--- config.mk ---
export PLATFORM = sky130hd
export DESIGN_NAME = ysyx_23060025_bus_arbiter
export DESIGN_NICKNAME = d
export VERILOG_FILES = /design/src/rtl/ysyx_23060025_bus_arbiter.sv
export SDC_FILE = /design/constraint.sdc
export NUM_CORES = 1
export LEC_CHECK = 0
export BUFFER_PORTS_ARGS = -buffer_cell sky130_fd_sc_hd__buf_4
export CORE_UTILIZATION = 40
export CTS_CLUSTER_DIAMETER = 200
export DETAILED_ROUTE_END_ITERATION = 10
export PLACE_DENSITY_LB_ADDON = 0.3
export REMOVE_ABC_BUFFERS = 1
export SETUP_SLACK_MARGIN = 0.05
export SYNTH_ARGS = -nofsm -noshare
export SYNTH_HDL_FRONTEND = slang
export SYNTH_SLANG_ARGS = --single-unit
--- constraint.sdc ---
create_clock -name clock -period 2.2 [get_ports clock]
set_clock_uncertainty 0.05 [all_clocks]
set_input_delay 0.11 -clock clock [delete_from_list [all_inputs] [get_ports clock]]
set_output_delay 0.11 -clock clock [all_outputs]
set_load 0.1 [all_outputs]
--- src/rtl/ysyx_23060025_bus_arbiter.sv ---
// ---------------------------------------------------------------------------
// ysyx_23060025_bus_arbiter
//
// Shares the core's single memory bus between the instruction-fetch unit
// (IFU, read-only) and the load/store unit (LSU, read/write). The LSU has
// fixed priority, but a starvation counter forces an IFU grant after
// STARVE_LIMIT consecutive LSU grants made while the IFU was waiting. The
// downstream request is registered. A transaction that gets no response
// within TIMEOUT_CYCLES ends with an error pulse to the master that owns it.
//
// Ports:
//   clock, rstn       clock and synchronous active-low reset
//   ifu_psel/paddr    IFU read request (held until ifu_pvalid)
//   ifu_prdata/pvalid/perr   IFU response (perr qualified by pvalid)
//   lsu_psel/pwrite/paddr/psize/pwdata/pwstrb   LSU request (held until lsu_pvalid)
//   lsu_prdata/pvalid/perr   LSU response (perr qualified by pvalid)
//   m_psel/pwrite/paddr/psize/pwdata/pwstrb     registered downstream request
//   m_prdata/m_pvalid        downstream response
// ---------------------------------------------------------------------------
module ysyx_23060025_bus_arbiter #(
   parameter int unsigned TIMEOUT_CYCLES = 1024,
   parameter int unsigned STARVE_LIMIT   = 4
) (
   input  logic        clock,
   input  logic        rstn,
   input  logic        ifu_psel,
   input  logic [31:0] ifu_paddr,
   output logic [31:0] ifu_prdata,
   output logic        ifu_pvalid,
   output logic        ifu_perr,
   input  logic        lsu_psel,
   input  logic        lsu_pwrite,
   input  logic [31:0] lsu_paddr,
   input  logic [2:0]  lsu_psize,
   input  logic [31:0] lsu_pwdata,
   input  logic [3:0]  lsu_pwstrb,
   output logic [31:0] lsu_prdata,
   output logic        lsu_pvalid,
   output logic        lsu_perr,
   output logic        m_psel,
   output logic        m_pwrite,
   output logic [31:0] m_paddr,
   output logic [2:0]  m_psize,
   output logic [31:0] m_pwdata,
   output logic [3:0]  m_pwstrb,
   input  logic [31:0] m_prdata,
   input  logic        m_pvalid
);

   typedef enum logic [1:0] {
      IDLE,
      BUSY_IFU,
      BUSY_LSU,
      ERR
   } state_t;

   localparam logic [7:0]  STARVE_MAX  = 8'(STARVE_LIMIT);
   localparam logic [16:0] TIMEOUT_MAX = 17'(TIMEOUT_CYCLES);

   state_t      state;
   state_t      state_next;
   logic [7:0]  starve_cnt;
   logic [15:0] timeout_cnt;
   logic        err_lsu;
   logic        grant_lsu;
   logic        grant_ifu;
   logic        timeout_hit;

   // Arbitration: the LSU wins unless the IFU is waiting and has already been
   // passed over STARVE_LIMIT times in a row. The timeout fires on the busy
   // cycle whose increment would bring the counter up to TIMEOUT_CYCLES, so
   // the error pulse lands exactly TIMEOUT_CYCLES cycles after m_psel rose.
   always_comb begin
      grant_lsu   = (state == IDLE) && lsu_psel && !(ifu_psel && (starve_cnt == STARVE_MAX));
      grant_ifu   = (state == IDLE) && ifu_psel && !grant_lsu;
      timeout_hit = (TIMEOUT_CYCLES != 0) && ((17'(timeout_cnt) + 17'd1) == TIMEOUT_MAX);
   end

   // Next-state logic. A response in the same cycle as the timeout limit wins,
   // so m_pvalid is tested before timeout_hit.
   always_comb begin
      state_next = state;
      case (state)
         IDLE: begin
            if (grant_lsu) begin
               state_next = BUSY_LSU;
            end else if (grant_ifu) begin
               state_next = BUSY_IFU;
            end
         end
         BUSY_IFU, BUSY_LSU: begin
            if (m_pvalid) begin
               state_next = IDLE;
            end else if (timeout_hit) begin
               state_next = ERR;
            end
         end
         ERR:     state_next = IDLE;
         default: state_next = IDLE;
      endcase
   end

   // Upstream responses are combinational so a downstream completion reaches
   // the owner with no added latency. They are held at zero while reset is
   // asserted so an abandoned transaction never produces a completion.
   always_comb begin
      ifu_prdata = 32'd0;
      ifu_pvalid = 1'b0;
      ifu_perr   = 1'b0;
      lsu_prdata = 32'd0;
      lsu_pvalid = 1'b0;
      lsu_perr   = 1'b0;
      if (rstn) begin
         case (state)
            BUSY_IFU: begin
               if (m_pvalid) begin
                  ifu_pvalid = 1'b1;
                  ifu_prdata = m_prdata;
               end
            end
            BUSY_LSU: begin
               if (m_pvalid) begin
                  lsu_pvalid = 1'b1;
                  lsu_prdata = m_prdata;
               end
            end
            ERR: begin
               if (err_lsu) begin
                  lsu_pvalid = 1'b1;
                  lsu_perr   = 1'b1;
               end else begin
                  ifu_pvalid = 1'b1;
                  ifu_perr   = 1'b1;
               end
            end
            default: ;
         endcase
      end
   end

   // State, counters and the registered downstream request. Attributes are
   // captured only on a grant, so they stay stable for the whole transaction
   // no matter what the masters do with their inputs meanwhile. err_lsu
   // remembers the owner so the ERR cycle knows whom to answer.
   always_ff @(posedge clock) begin
      if (!rstn) begin
         state       <= IDLE;
         starve_cnt  <= 8'd0;
         timeout_cnt <= 16'd0;
         err_lsu     <= 1'b0;
         m_psel      <= 1'b0;
         m_pwrite    <= 1'b0;
         m_paddr     <= 32'd0;
         m_psize     <= 3'd0;
         m_pwdata    <= 32'd0;
         m_pwstrb    <= 4'd0;
      end else begin
         state <= state_next;
         case (state)
            IDLE: begin
               if (grant_lsu) begin
                  m_psel      <= 1'b1;
                  m_pwrite    <= lsu_pwrite;
                  m_paddr     <= lsu_paddr;
                  m_psize     <= lsu_psize;
                  m_pwdata    <= lsu_pwdata;
                  m_pwstrb    <= lsu_pwstrb;
                  timeout_cnt <= 16'd0;
                  err_lsu     <= 1'b1;
                  if (ifu_psel && (starve_cnt != STARVE_MAX)) begin
                     starve_cnt <= starve_cnt + 8'd1;
                  end
               end else if (grant_ifu) begin
                  m_psel      <= 1'b1;
                  m_pwrite    <= 1'b0;
                  m_paddr     <= ifu_paddr;
                  m_psize     <= 3'b010;
                  m_pwdata    <= 32'd0;
                  m_pwstrb    <= 4'd0;
                  timeout_cnt <= 16'd0;
                  err_lsu     <= 1'b0;
                  starve_cnt  <= 8'd0;
               end
            end
            BUSY_IFU, BUSY_LSU: begin
               if (m_pvalid || timeout_hit) begin
                  m_psel <= 1'b0;
               end else begin
                  timeout_cnt <= timeout_cnt + 16'd1;
               end
            end
            default: ;
         endcase
      end
   end

endmodule

==> summary.md, run 1 <==
| Metric | Value |
|---|---|
| Hold Path Depth | `3` |
| Worst reg-to-reg path cell count | `9` |
| # fillers | `888` |
| Die area | `0.0132 sq mm` |
| Sink Count | `100` |
| Vias per cell | `roughly 5.3` |
| Power per cell area | `1170 mW/mm^2` |
| Antenna violations before repair | `1` |
| Startpoint types | `flop` |
| Initial Utilization | `roughly two fifths` |
| Met1 usage | `a little under a third` |
| Hold path endpoint | `m_paddr[29]` |
| R2R Setup Slk | `-0.11 ns` |
| RSZ-0062 raised after global routing | `yes` |
| Cells after Synth | `between 600 and 700` |
| Number of global-route vias before repair | `6040` |
| Slew Viols, Final | `0` |
| Ys flop type | `dfxtp_1` |
| Inst Count DP | `about 1100` |
| Post-synth top area share | `between 30% and 40%` |
| Status | `finished, violations left` |
| Final Routed Wirelength | `around 21000 um` |
| Register bit total from synthesis | `100` |
| Gr busiest metal | `met2` |
| Core ar. | `0.0122 sq mm` |
| Final Wtd Congestion | `0.902` |
| Post-layout nets | `between 1000 and 1500` |
| Total vias in the final route | `about 6500` |
| CTS tree | `done` |
| Die Wd | `about 110 um` |
| Max FO, Critical Path | `5` |
| Clock latency on the worst-skew pair | `~0.35 ns` |
| Reg2reg end | `timeout_cnt[8]` |
| Grt met3 use | `between 7 and 8%` |
| Met2 Usage GRT | `slightly above 50%` |
| Layout cells sized above 1 | `about two fifths` |
| Final setup viols | `16` |
| Total GRT Usage | `approximately 29%` |
| Total power | `10.7 mW` |
| DRT antenna net count | `0` |
| Actual slew at the worst max-slew pin | `0.577 ns` |
| Type of the tightest min-delay check | `in2reg` |
| # Max-Cap Violations | `0` |
| Synth area leader | `dfxtp_1` |
| Failing checks | `setup timing` |
| Peak supply drop | `1.06 mV` |
| Clock transition at the registers of the reported paths | `0.07 ns` |
| Hold Crit Start | `ifu_paddr[29]` |
| Post-synth EDFFs | `0` |
| # rows | `40` |
| Port Buf Inserts | `281` |
| DRC viols | `0` |
| Final Hold Viols | `0` |
| Final hold slack | `approximately 0.0077 ns` |
| Fin worst setup slack | `-0.110 ns` |
| Slew Limit Headroom | `around three fifths` |
| Leakage | `between 4 and 5 nW` |
| Clock tree buffer depth | `2` |
| Synth cell types | `55` |
| CP endpoint kind | `flop` |
| Post-layout min period | `about 2.3 ns` |
| DPL Wire Length | `13200 um` |
| # IOs | `between 200 and 300` |
| GRT overflow | `0` |
| Synthesized area per cell | `~7.6 sq um` |
| Yosys Warn Count | `0` |
| Initial DRT Pass Iterations | `7` |
| Worst Path Required | `~2.4 ns` |
| Total CTS buffers | `9` |
| WL/cell | `about 17 um` |
| Root Buffer | `clkbuf_16` |
| Top post-synthesis cells by count | `133 x nand2_1, 100 x dfxtp_1, 66 x and2_1, 53 x nand3_1, 50 x a21oi_1` |
| FFs w/ async S/R, synth | `0%` |
| Chip Height | `about 110 um` |
| First-pass GRT wire length | `29900 um` |
| Crit path kind | `reg2reg` |
| Final cell count without fillers | `1223` |
| H-tree depth | `3` |
| Area grow syn2layout | `79.0%` |
| CP Data Arrival Time | `between 2 and 3 ns` |
| Largest net degree at the start of global routing | `between 50 and 60` |
| Most common cell in the netlist | `nand2_1` |
| First-iteration detailed-routing DRC count | `roughly 390` |
| Worst r2r src | `timeout_cnt[7]` |
| Post-synthesis sequential area ratio | `39.3%` |
| Final period util | `105%` |
| Synth Cell Area | `roughly 0.005 sq mm` |
| Synth area leaders | `dfxtp_1 39%, nand2_1 9.8%, and2_1 8.1%, a311oi_1 5.7%, nand3_1 5.2%` |
| Fmax | `between 400 and 500 MHz` |
## where the power goes
part	internal, mW	switching, mW	total [mW]
Sequential	2.18	0.237	2.42
Combinational	1.81	4.94	6.75
Clock	0.782	0.749	1.53
Total	4.78	5.92	10.7
## logic make-up after synthesis
logic type | Yosys count | share of synthesized area (%)
compound gates | 127 | 17.4
xor+xnor | 9 | 1.55
fa+ha+maj | 8 | 1.97
buf+inv | 66 | 5.21
flops | 100 | 39.3
mux | 4 | 0.787
simple gates | 352 | 33.7
## final cells by class
class / count / area (sq um) / share of cell area [%]
Timing Repair Buffer: 430 / 3560 / 39.1
Multi-Input combinational cell: 500 / 3000 / 32.9
Sequential cell: 100 / 2020 / 22.2
Clock buffer: 9 / 225 / 2.47
Tap cell: 168 / 210 / 2.31
Clock inverter: 7 / 56.3 / 0.618
Inverter: 8 / 30.0 / 0.330
Antenna cell: 1 / 2.50 / 0.0275
## flip-flops by register name (all words and copies together), names as in the netlist
register,flops
err_lsu,1
m_pwdata,32
m_pwstrb,4
m_psel,1
m_paddr,32
starve_cnt,8
state,2
timeout_cnt,16
m_psize,3
m_pwrite,1
## placed cells by master (no fill, tap or decap), drive strengths merged, types with 14 or more instances in the layout
cell | netlist | final
nand4 | 14 | 14
a21oi | 51 | 51
nand2 | 133 | 133
dfxtp | 100 | 100
dlygate4sd3 | 0 | 77
a311oi | 33 | 33
nand3 | 53 | 53
nor2 | 48 | 48
and2 | 66 | 66
buf | 13 | 353
## critical path, cell delays in order (launching register included)
cell and delay (ns):
dfxtp_2 0.37, nand4_1 0.26, nor4_2 0.26, xor2_1 0.30
a21oi_2 0.08, buf_4 0.15, a21oi_2 0.25, buf_4 0.18
nand3_1 0.12, o221ai_1 0.22
## metal layers
| metal | routed length [um] | vias up | part of all wire (%) |
|---|---|---|---|
| met4 | 921 | 0 | 4.5 |
| met5 | 0 | - | 0 |
| li1 | - | 3093 | - |
| met1 | 7640 | 2971 | 37 |
| met2 | 10400 | 329 | 50 |
| met3 | 1660 | 65 | 8.0 |
## stage by stage
stage               area, sq um  worst slack [ns]  setup TNS (ns)  utilization (%)
detailed placement         7730            -0.136           -1.50             63.3
floorplan                  4850             -1.43          -90.90                -
CTS                        8910           -0.0352         -0.0732             73.0
global placement           7730            -0.108          -0.850             63.3
finish                     9110            -0.110           -1.04             74.6
global route               9110            -0.193           -2.88             74.6
## worst max path at each step
| stage | from | endpoint | slack (ns) | cells past startpoint |
|---|---|---|---|---|
| final | timeout_cnt[7] | timeout_cnt[8] | -0.11 | 9 |
| after global placement | timeout_cnt[3] | timeout_cnt[9] | -0.11 | 7 |
| after global routing | timeout_cnt[0] | timeout_cnt[4] | -0.19 | 10 |
| after floorplan | state[1] | state[1] | -1.43 | 6 |
| after CTS | timeout_cnt[3] | timeout_cnt[9] | -0.04 | 7 |
| after detailed placement | timeout_cnt[0] | timeout_cnt[9] | -0.14 | 9 |
## repair_timing
action                     4_1_cts  5_1_grt
buffers inserted                 3        5
setup endpoints to repair       38       45
hold buffers                    77        0
resized for setup               27       48
cloned                           0        0
hold endpoints to repair        69        0
pin swaps                        7        7
Power figures use the tool's default switching activity.
==> run 2, diff against run 1 <==
ABC_AREA = 1   (was not set)
CORE_MARGIN = 5   (was not set)
==> run 2 against run 1 <==
The run now ends clean. Maximum frequency is 10% higher. Combinational power rose by 9.6%. Critical path depth up 4. Highest routed layer unchanged.
==> summary.md, run 2 <==
| Metric | Value |
|---|---|
| Status | `finished clean` |
| Cells after Synth | `~790` |
| Final Routed Wirelength | `19100 um` |
| Synthesized area per cell | `6.56 sq um` |
| Crit path largest cell delay | `around 0.37 ns` |
| Cell area after layout | `~0.0085 sq mm` |
| Final Hold Viols | `0` |
| Total vias in the final route | `roughly 6300` |
| Core ar. | `between 0.01 and 0.015 sq mm` |
| Slowest library cell on the worst path | `dfxtp_4` |
| Post-synth top area share | `38.7%` |
| Clock transition at the registers of the reported paths | `about 0.070 ns` |
| CTS tree | `done` |
| Critical Path, Cell by Cell | `ha_4 > nand3_1 > nor2_2 > xnor2_1 > nand3_1 > nor2_2 > nand3_2 > nand2_8 > nand2_8 > nand2_4 > nand2_2 > nand2_1 > nor2_1` |
| Max FO, Critical Path | `8` |
| Root Buffer | `clkbuf_16` |
| # IOs | `282` |
| Type of the tightest min-delay check | `in2reg` |
| Port Buf Inserts | `281` |
| Power per cell area | `1360 mW/mm^2` |
| Placed standard-cell area | `approximately 0.0075 sq mm` |
| Leakage | `between 4 and 5 nW` |
| Vias per cell | `roughly 4.9` |
| DRC viols | `0` |
| Initial Utilization | `a little over 40%` |
| CP endpoint kind | `flop` |
| Fin worst setup slack | `approximately 0.10 ns` |
| First-pass GRT wire length | `approximately 29000 um` |
| Largest net degree at the start of global routing | `51` |
| Worst Path Required | `approximately 2.4 ns` |
| Total GRT Usage | `about a quarter` |
| Fmax | `477 MHz` |
| Synth Cell Area | `0.00517 sq mm` |
| # Max-Cap Violations | `0` |
| Final period util | `between 90 and 100%` |
| Post-synthesis sequential area ratio | `about 39%` |
| Actual slew at the worst max-slew pin | `0.571 ns` |
| Synth area leaders | `dfxtp_1 39%, nand2_1 17%, nor2_1 7.9%, inv_1 6.4%, a21oi_1 5.8%` |
| WL/cell | `14.8 um` |
| GRT overflow | `0` |
| Antenna Cells | `0` |
| Slew Limit Headroom | `between 60% and 70%` |
| Post-synth EDFFs | `0` |
| Largest registers | `m_paddr: 32 flops, m_pwdata: 32 flops, timeout_cnt: 16 flops` |
| Area grow syn2layout | `65.3%` |
| Layout cells sized above 1 | `between 30% and 40%` |
| DPL Wire Length | `12500 um` |
| Synth area leader | `dfxtp_1` |
| Peak supply drop | `about 1.1 mV` |
| Synth cell types | `31` |
| Buf+Inv Stages, Crit Path | `0` |
| Yosys Warn Count | `0` |
| Initial DRT Pass Iterations | `6` |
| Most common cell in the netlist | `nand2_1` |
| Antenna violations before repair | `0` |
| Final hold slack | `approximately 0.017 ns` |
| H-tree depth | `3` |
| Chip Height | `between 100 and 150 um` |
| Die Wd | `around 120 um` |
| Sink Count | `100` |
| DRT antenna net count | `0` |
| Top post-synthesis cells by count | `238 x nand2_1, 109 x nor2_1, 100 x dfxtp_1, 88 x inv_1, 60 x a21oi_1` |
| Die area | `roughly 0.015 sq mm` |
| Most common cell after layout, fill and taps aside | `buf_4` |
| Crit path max-delay family | `simple AND/OR/NAND/NOR gates` |
| # rows | `a little over 40` |
| Final Core Density | `roughly two thirds` |
| CP Data Arrival Time | `~2.3 ns` |
| Startpoint types | `flop` |
| Post-layout min period | `about 2.1 ns` |
| Most frequent cells in the layout | `298 x buf_4, 234 x nand2_1, 104 x nor2_1` |
| Worst slack, placed | `-0.0542 ns` |
| Clock latency on the worst-skew pair | `0.35 ns` |
| RSZ-0062 raised after global routing | `yes` |
| Clock tree buffer depth | `2` |
| Final Wtd Congestion | `0.897` |
| FFs w/ async S/R, synth | `0%` |
| First-iteration detailed-routing DRC count | `about 500` |
| Number of global-route vias before repair | `approximately 6000` |
| Final setup viols | `0` |
| Total CTS buffers | `9` |
| Total power | `roughly 12 mW` |
| Post-layout nets | `1263` |
| Slew Viols, Final | `0` |
| Register bit total from synthesis | `100` |
| Ys flop type | `dfxtp_1` |
| Crit path kind | `reg2reg` |
-- run 2: area by class of cell --
class / instances / area [sq um]
Clock buffer: 10 / 239
Clock inverter: 6 / 65.1
Fill cell: 1057 / 4120
Inverter: 89 / 337
Multi-Input combinational cell: 556 / 2780
Sequential cell: 100 / 2020
Tap cell: 172 / 215
Timing Repair Buffer: 358 / 2890
-- run 2: metrics by stage --
step | instances | setup TNS (ns)
after floorplan | 742 | -161.12
after global placement | 1211 | 0
after detailed placement | 1211 | -0.144
after CTS | 1281 | 0
after global routing | 1291 | -0.0930
final | 1291 | 0
-- run 2: cell families after synthesis --
family | count (synthesis) | share of synthesized area (%)
XOR/XNOR | 7 | 1.19
AND/OR/NAND/NOR | 443 | 37.0
adder cells (fa/ha/maj) | 8 | 1.94
flip-flops | 100 | 38.7
AO/OA/AOI/OAI | 95 | 10.6
buffers and inverters | 135 | 10.5
-- run 2: worst register-to-register path: stages, from the launching register on --
cell	delay (ns)
dfxtp_4	0.37
ha_4	0.16
nand3_1	0.13
nor2_2	0.19
xnor2_1	0.18
nand3_1	0.13
nor2_2	0.13
nand3_2	0.13
nand2_8	0.17
nand2_8	0.11
nand2_4	0.11
nand2_2	0.04
nand2_1	0.05
nor2_1	0.05
-- run 2: per-layer routing --
metal | GRT usage, % | vias to the layer above | part of all wire [%]
met4 | 8.79 | 0 | 2.7
met3 | 6.90 | 39 | 8.4
met2 | 41.5 | 262 | 52
met5 | 0 | - | 0
li1 | - | 3130 | -
met1 | 26.2 | 2867 | 37
-- run 2: path summary, 6_finish.rpt --
kind | startpoint | endpoint | slack, ns | cells after the start
setup reg to reg | timeout_cnt[0] | timeout_cnt[0] | 0.10 | 13
setup / recovery | timeout_cnt[0] | timeout_cnt[0] | 0.10 | 13
hold / removal | ifu_paddr[27] | m_paddr[27] | 0.02 | 5
hold reg to reg | m_pwdata[4] | m_pwdata[4] | 0.42 | 2
-- run 2: timing repair --
| item | in CTS | in global routing |
|---|---|---|
| gates resized for setup | 2 | 39 |
| setup endpoints to repair | 16 | 39 |
| hold buffers | 54 | 0 |
| hold endpoints to repair | 48 | 0 |
| cloned | 0 | 3 |
| pin swaps | 2 | 11 |
| setup buffers | 0 | 7 |
-- run 2: report_power, final --
group,switching (mW),total (mW),internal [mW]
Sequential,0.317,2.58,2.27
Clock,0.781,1.62,0.835
Combinational,5.42,7.40,1.98
